[src/rtl/hazard_scoreboard.sv]
// Pipeline hazard scoreboard: tracks EX/MEM/WB writers and produces stall, flush,
// forwarding selects and saturating stall/flush statistics for a 5-stage core.
module hazard_scoreboard #(
   parameter int REG_ADDR_W = 5,
   parameter int NUM_SRC    = 2,
   parameter int ZERO_REG   = 31,
   parameter int FWD_EN     = 1,
   parameter int CNT_W      = 16
) (
   input  logic                          clk,
   input  logic                          reset,
   input  logic                          id_valid,
   input  logic [NUM_SRC*REG_ADDR_W-1:0] id_src,
   input  logic [NUM_SRC-1:0]            id_src_used,
   input  logic [REG_ADDR_W-1:0]         id_dst,
   input  logic                          id_wr,
   input  logic                          id_load,
   input  logic                          id_store,
   input  logic                          branch_taken,
   input  logic                          mem_ready,
   output logic                          pc_write,
   output logic                          if_id_write,
   output logic                          ctrl_bubble,
   output logic                          if_flush,
   output logic                          id_flush,
   output logic                          ex_flush,
   output logic                          mem_stall,
   output logic [2*NUM_SRC-1:0]          fwd_sel,
   output logic [CNT_W-1:0]              stall_cnt,
   output logic [CNT_W-1:0]              flush_cnt
);

   localparam logic [REG_ADDR_W-1:0] XZR = REG_ADDR_W'(ZERO_REG);

   function automatic logic [CNT_W-1:0] sat_inc(input logic [CNT_W-1:0] v);
      return (&v) ? v : v + CNT_W'(1);
   endfunction

   function automatic logic src_hit(input logic vld, input logic wr,
                                    input logic [REG_ADDR_W-1:0] dst,
                                    input logic [REG_ADDR_W-1:0] src,
                                    input logic used);
      return vld && wr && used && (dst == src) && (src != XZR);
   endfunction

   logic                          ex_valid_q, ex_valid_d, ex_wr_q, ex_wr_d;
   logic                          ex_load_q, ex_load_d, ex_mem_op_q, ex_mem_op_d;
   logic [REG_ADDR_W-1:0]         ex_dst_q, ex_dst_d;
   logic [NUM_SRC*REG_ADDR_W-1:0] ex_src_q, ex_src_d;
   logic [NUM_SRC-1:0]            ex_src_used_q, ex_src_used_d;
   logic                          mem_valid_q, mem_valid_d, mem_wr_q, mem_wr_d;
   logic                          mem_load_q, mem_load_d, mem_mem_op_q, mem_mem_op_d;
   logic [REG_ADDR_W-1:0]         mem_dst_q, mem_dst_d;
   logic                          wb_valid_q, wb_valid_d, wb_wr_q, wb_wr_d;
   logic [REG_ADDR_W-1:0]         wb_dst_q, wb_dst_d;
   logic [CNT_W-1:0]              stall_cnt_q, stall_cnt_d, flush_cnt_q, flush_cnt_d;
   logic                          hz_stall, flush, stall;

   // Without forwarding every in-flight writer ahead of WB blocks the reader;
   // with forwarding only a load still in EX cannot supply its data in time.
   always_comb begin
      hz_stall = 1'b0;
      for (int i = 0; i < NUM_SRC; i++) begin
         if (src_hit(ex_valid_q, ex_wr_q, ex_dst_q, id_src[i*REG_ADDR_W +: REG_ADDR_W],
                     id_src_used[i]) && (FWD_EN == 0 || ex_load_q))
            hz_stall = 1'b1;
         if (FWD_EN == 0 && src_hit(mem_valid_q, mem_wr_q, mem_dst_q,
                                    id_src[i*REG_ADDR_W +: REG_ADDR_W], id_src_used[i]))
            hz_stall = 1'b1;
      end
      hz_stall = hz_stall & id_valid;
   end

   assign mem_stall   = mem_valid_q & mem_mem_op_q & ~mem_ready;
   assign flush       = branch_taken & ~mem_stall;
   assign stall       = hz_stall & ~flush & ~mem_stall;
   assign pc_write    = ~mem_stall & ~stall;
   assign if_id_write = ~mem_stall & ~stall;
   assign ctrl_bubble = stall;
   assign if_flush    = flush;
   assign id_flush    = flush;
   assign ex_flush    = flush;
   assign stall_cnt   = stall_cnt_q;
   assign flush_cnt   = flush_cnt_q;

   // A load in MEM has no ALU result to forward; the load-use stall keeps
   // that case from reaching EX, so it simply falls back to the regfile.
   always_comb begin
      fwd_sel = '0;
      for (int i = 0; i < NUM_SRC; i++) begin
         if (FWD_EN != 0) begin
            if (src_hit(mem_valid_q, mem_wr_q, mem_dst_q, ex_src_q[i*REG_ADDR_W +: REG_ADDR_W],
                        ex_src_used_q[i] & ex_valid_q))
               fwd_sel[2*i +: 2] = mem_load_q ? 2'b00 : 2'b10;
            else if (src_hit(wb_valid_q, wb_wr_q, wb_dst_q, ex_src_q[i*REG_ADDR_W +: REG_ADDR_W],
                             ex_src_used_q[i] & ex_valid_q))
               fwd_sel[2*i +: 2] = 2'b01;
         end
      end
   end

   always_comb begin
      ex_valid_d    = ex_valid_q;
      ex_wr_d       = ex_wr_q;
      ex_load_d     = ex_load_q;
      ex_mem_op_d   = ex_mem_op_q;
      ex_dst_d      = ex_dst_q;
      ex_src_d      = ex_src_q;
      ex_src_used_d = ex_src_used_q;
      mem_valid_d   = mem_valid_q;
      mem_wr_d      = mem_wr_q;
      mem_load_d    = mem_load_q;
      mem_mem_op_d  = mem_mem_op_q;
      mem_dst_d     = mem_dst_q;
      if (!mem_stall) begin
         mem_valid_d   = ex_valid_q & ~flush;
         mem_wr_d      = ex_wr_q;
         mem_load_d    = ex_load_q;
         mem_mem_op_d  = ex_mem_op_q;
         mem_dst_d     = ex_dst_q;
         ex_valid_d    = id_valid & ~flush & ~hz_stall;
         ex_wr_d       = id_wr;
         ex_load_d     = id_load;
         ex_mem_op_d   = id_load | id_store;
         ex_dst_d      = id_dst;
         ex_src_d      = id_src;
         ex_src_used_d = id_src_used;
      end
      // WB drains while MEM waits on memory, so it sees a bubble.
      wb_valid_d  = mem_valid_q & ~mem_stall;
      wb_wr_d     = mem_wr_q;
      wb_dst_d    = mem_dst_q;
      stall_cnt_d = stall ? sat_inc(stall_cnt_q) : stall_cnt_q;
      flush_cnt_d = flush ? sat_inc(flush_cnt_q) : flush_cnt_q;
   end

   always_ff @(posedge clk or negedge reset) begin
      if (!reset) begin
         ex_valid_q  <= 1'b0;
         mem_valid_q <= 1'b0;
         wb_valid_q  <= 1'b0;
         stall_cnt_q <= '0;
         flush_cnt_q <= '0;
      end else begin
         ex_valid_q  <= ex_valid_d;
         mem_valid_q <= mem_valid_d;
         wb_valid_q  <= wb_valid_d;
         stall_cnt_q <= stall_cnt_d;
         flush_cnt_q <= flush_cnt_d;
      end
   end

   always_ff @(posedge clk) begin
      ex_wr_q       <= ex_wr_d;
      ex_load_q     <= ex_load_d;
      ex_mem_op_q   <= ex_mem_op_d;
      ex_dst_q      <= ex_dst_d;
      ex_src_q      <= ex_src_d;
      ex_src_used_q <= ex_src_used_d;
      mem_wr_q      <= mem_wr_d;
      mem_load_q    <= mem_load_d;
      mem_mem_op_q  <= mem_mem_op_d;
      mem_dst_q     <= mem_dst_d;
      wb_wr_q       <= wb_wr_d;
      wb_dst_q      <= wb_dst_d;
   end

endmodule

[config.mk]
export PLATFORM = sky130hd
export DESIGN_NAME = hazard_scoreboard
export DESIGN_NICKNAME = d
export VERILOG_FILES = /design/src/rtl/hazard_scoreboard.sv
export SDC_FILE = /design/constraint.sdc
export NUM_CORES = 1
export LEC_CHECK = 0
export CAP_MARGIN = 0
export CORE_MARGIN = 2
export CORE_UTILIZATION = 50
export CTS_CLUSTER_DIAMETER = 200
export DETAILED_ROUTE_END_ITERATION = 8
export GPL_ROUTABILITY_DRIVEN = 0
export GPL_TIMING_DRIVEN = 0
export HOLD_SLACK_MARGIN = 0.02
export PLACE_DENSITY = 0.86
export SYNTH_ARGS = -nofsm -noshare
export SYNTH_HDL_FRONTEND = slang
export SYNTH_SLANG_ARGS = --single-unit
[constraint.sdc]
create_clock -name clk -period 3.41 [get_ports clk]
set_input_delay 0.5115 -clock clk [delete_from_list [all_inputs] [get_ports clk]]
set_output_delay 0.5115 -clock clk [all_outputs]
set_load 0.005 [all_outputs]
==> metrics <==
outcome complete, no violations; Req. time, crit path 2.90 ns; total CTS buffers 9; slew margin rel. 48.7%; Final Skew 0.00515 ns; distinct cell type count after synthesis 45; final wirelength 6.48 mm; clk root buf sky130_fd_sc_hd__clkbuf_8; first-pass GRT wire length 10.8 mm; Maximum Capacitance Violations 0; final total power 1.87 mW; complex-gate fraction of the synthesized area 4.16%; tightest hold margin 0.250 ns; setup slack after layout 0.320 ns; post-layout minimum cycle time 3.09 ns; aggregate negative setup slack 0 ns; Non-Filler Cell Area, Final 4080 sq um; critical path class input port to output port; most used flip-flop cell after synthesis sky130_fd_sc_hd__dfrtp_1; Post-Syn Instances 259; worst reg2reg startpoint mem_valid_q$_DFFE_PN0N_; Final Hold Vio Count 0; CTS hold repair buffers 0; Die Y-Extent 83.5 um; simple-gate share of the synthesized area 18.8%; initial antenna violation count 0; Net Count, Synth 286; proportion of layout cells with a drive suffix above 1 9.06%; area share of fa/ha/maj cells after synthesis 0.792%; number of vias in the routed layout 2215; CTS H-tree lvls 3; Layout area overhead 29.2%; placed cell count 401; clock input transition at the sequential cells of the worst setup and hold paths 0.07 ns; element type at the critical path start input port; aggregate global-route resource usage 19.6%; cells resized by post-CTS repair 0; Synth Cell Area 3160 sq um; number of global-route vias before repair 2307; clock tree from TritonCTS built; number of cells traversed by the worst register-to-register path 6; Hold Crit Class input port to async pin; Placeable Area 6030 sq um; IO buf count 67; maximum frequency from static timing analysis 0.324 GHz; # DRC 0; endpoint class of the critical path output port; later-pin clock latency in the skew report 0.33 ns; number of sinks handled by clock tree synthesis 69; Vias per Instance 5.31; total I/O pin count 68; Diodes inserted 0; routed wire length per instance 15.5 um; Setup WS pre-CTS 0.310 ns; data arrival time of the critical path 2.58 ns; number of buffers on the longest clock path 2; aggregate global routing overflow 0; peak supply drop 0.000398 V; YS warnings 0; post-CTS setup-driven buffer insertion count 0; share of synthesized area spent on multiplexers 1.55%; pin slew with the least headroom to its limit 0.769 ns; largest fanout on the critical path 3; post-synthesis share of cell area spent on xor and xnor gates 15.0%; Die Area 6970 sq um; Pwr per Cell Area 458 nW/um^2; flop2flop setup slack 1.14 ns; net count of the finished layout 364; capturing point of the worst reg2reg path stall_cnt[12]$_DFFE_PN0P_; detailed-placement wirelength estimate 4.82 mm; Async S/R FF share, synth 50.7%; maximum number of pins on one net before global-route repair 37; area of placed instances 3920 sq um; reported leakage power 1.66 nW; antenna violation net count after detailed routing 0; max-slew violation count 0; synthesized area per cell 12.2 sq um; total iterations of the first detailed-routing run 5; number of setup violations in the final report 0; portion of the post-synthesis area used by sequential elements 58.2%; number of rows in the core area 28; filler cell count 441; Finished Layout Cells 417; Initial Util 52.4%; FF+latch count, synth 69; Die Wd 83.5 um; setup repair after global routing missed its margin no; combinational family with the most area after synthesis simple AND/OR/NAND/NOR gates; initial drt markers 95; final standard cell utilization of the core 67.7%; Tcrit/Tclk final 90.6%; number of enable-type register cells in the synthesized netlist 28
## worst max-delay path by stage
stage	start	endpoint	slack [ns]	cells after the start
6_report	id_src[0]	pc_write	0.32	8
5_1_grt	id_src[0]	pc_write	0.18	8
4_1_cts	id_src[0]	pc_write	0.31	8
3_5_place_dp	id_src[0]	pc_write	0.31	8
3_3_place_gp	id_src[2]	pc_write	0.37	8
2_1_floorplan	mem_ready	stall_cnt[12]$_DFFE_PN0P_	1.27	6
## logic make-up after synthesis
kind of cell               Yosys count
adders and majority gates            2
and+or+nand+nor                    104
AOI/OAI and AO/OA                   17
muxes                                4
xor gates and xnor gates            54
buffers and inverters                9
DFF                                 69
## worst max-delay path, stage by stage
cell and delay [ns]:
sky130_fd_sc_hd__clkdlybuf4s50_1 0.55, sky130_fd_sc_hd__nand4_1 0.10, sky130_fd_sc_hd__a21oi_1 0.21, sky130_fd_sc_hd__nand3b_1 0.20, sky130_fd_sc_hd__nand2_1 0.10, sky130_fd_sc_hd__a31oi_1 0.26
sky130_fd_sc_hd__buf_4 0.16, sky130_fd_sc_hd__clkdlybuf4s50_1 0.49
## synth_stat cells, types with 2 or more instances
cell                       number  area [sq um]
sky130_fd_sc_hd__xnor2_1       29           254
sky130_fd_sc_hd__nand3_1       14          70.1
sky130_fd_sc_hd__ha_1           2          25.0
sky130_fd_sc_hd__nand2_1       23          86.3
sky130_fd_sc_hd__buf_4          4          30.0
sky130_fd_sc_hd__and3b_1        2          17.5
sky130_fd_sc_hd__o211ai_1       2          15.0
sky130_fd_sc_hd__xor2_1        25           219
sky130_fd_sc_hd__dfxtp_1        6           120
sky130_fd_sc_hd__and3_1         7          43.8
sky130_fd_sc_hd__nor4_1         3          18.8
sky130_fd_sc_hd__edfxtp_1      28           841
sky130_fd_sc_hd__and2_1         5          31.3
sky130_fd_sc_hd__dfrtp_1       35           876
sky130_fd_sc_hd__inv_1          5          18.8
sky130_fd_sc_hd__o21ai_0        2          10.0
sky130_fd_sc_hd__nor2_1        12          45.0
sky130_fd_sc_hd__o21ai_2        3          26.3
sky130_fd_sc_hd__nor3_1        11          55.1
sky130_fd_sc_hd__a21oi_1        3          15.0
sky130_fd_sc_hd__mux2_1         2          22.5
sky130_fd_sc_hd__nand4_1       10          62.6
sky130_fd_sc_hd__and4_1         4          35.0
## per-layer routing
layer / global-route usage [%] / routed length, um / vias to the layer above
met5: 0 / 0 / -
met4: 8.36 / 129 / 0
met3: 4.75 / 321 / 11
met2: 33.2 / 3320 / 82
met1: 24.0 / 2700 / 1046
li1: - / - / 1076
## state kept, by name, summed over array words and instances (netlist names)
register / flops
wb_dst_q: 5
ex_dst_q: 5
ex_mem_op_q: 1
mem_mem_op_q: 1
wb_wr_q: 1
ex_valid_q: 1
mem_dst_q: 5
wb_valid_q: 1
ex_src_used_q: 2
mem_valid_q: 1
flush_cnt: 16
mem_wr_q: 1
ex_wr_q: 1
ex_src_q: 10
stall_cnt: 16
ex_load_q: 1
mem_load_q: 1
## power breakdown
part / internal, mW / total (mW) / switching (mW)
combinational: 0.169 / 0.279 / 0.110
sequential: 0.943 / 1.03 / 0.0885
clock: 0.283 / 0.559 / 0.276
## placed cells by master (no fill, tap or decap), drive strengths merged, types with 2 or more instances in the layout
cell / n
buf: 5
mux2: 4
o211ai: 2
xnor2: 29
and3b: 2
edfxtp: 28
clkbuf: 14
nand3: 14
nand2: 23
nor3: 12
nand3b: 2
nand4: 11
inv: 5
clkinv: 2
dfxtp: 6
dfrtp: 35
nor4: 4
o21ai: 6
a21oi: 4
and3: 8
ha: 2
clkdlybuf4s50: 66
and4: 4
or2: 2
a31oi: 2
xor2: 25
and2: 5
nor2: 12
## cell type report
| class | count | area, sq um | area share, % |
|---|---|---|---|
| Sequential cell | 69 | 1840 | 45.0 |
| Multi-Input combinational cell | 181 | 1270 | 31.2 |
| Timing Repair Buffer | 67 | 666 | 16.3 |
| Clock buffer | 14 | 153 | 3.74 |
| Tap cell | 75 | 93.8 | 2.30 |
| Buffer | 4 | 30.0 | 0.736 |
| Inverter | 5 | 18.8 | 0.460 |
| Clock inverter | 2 | 10.0 | 0.245 |
Power figures use the tool's default switching activity.
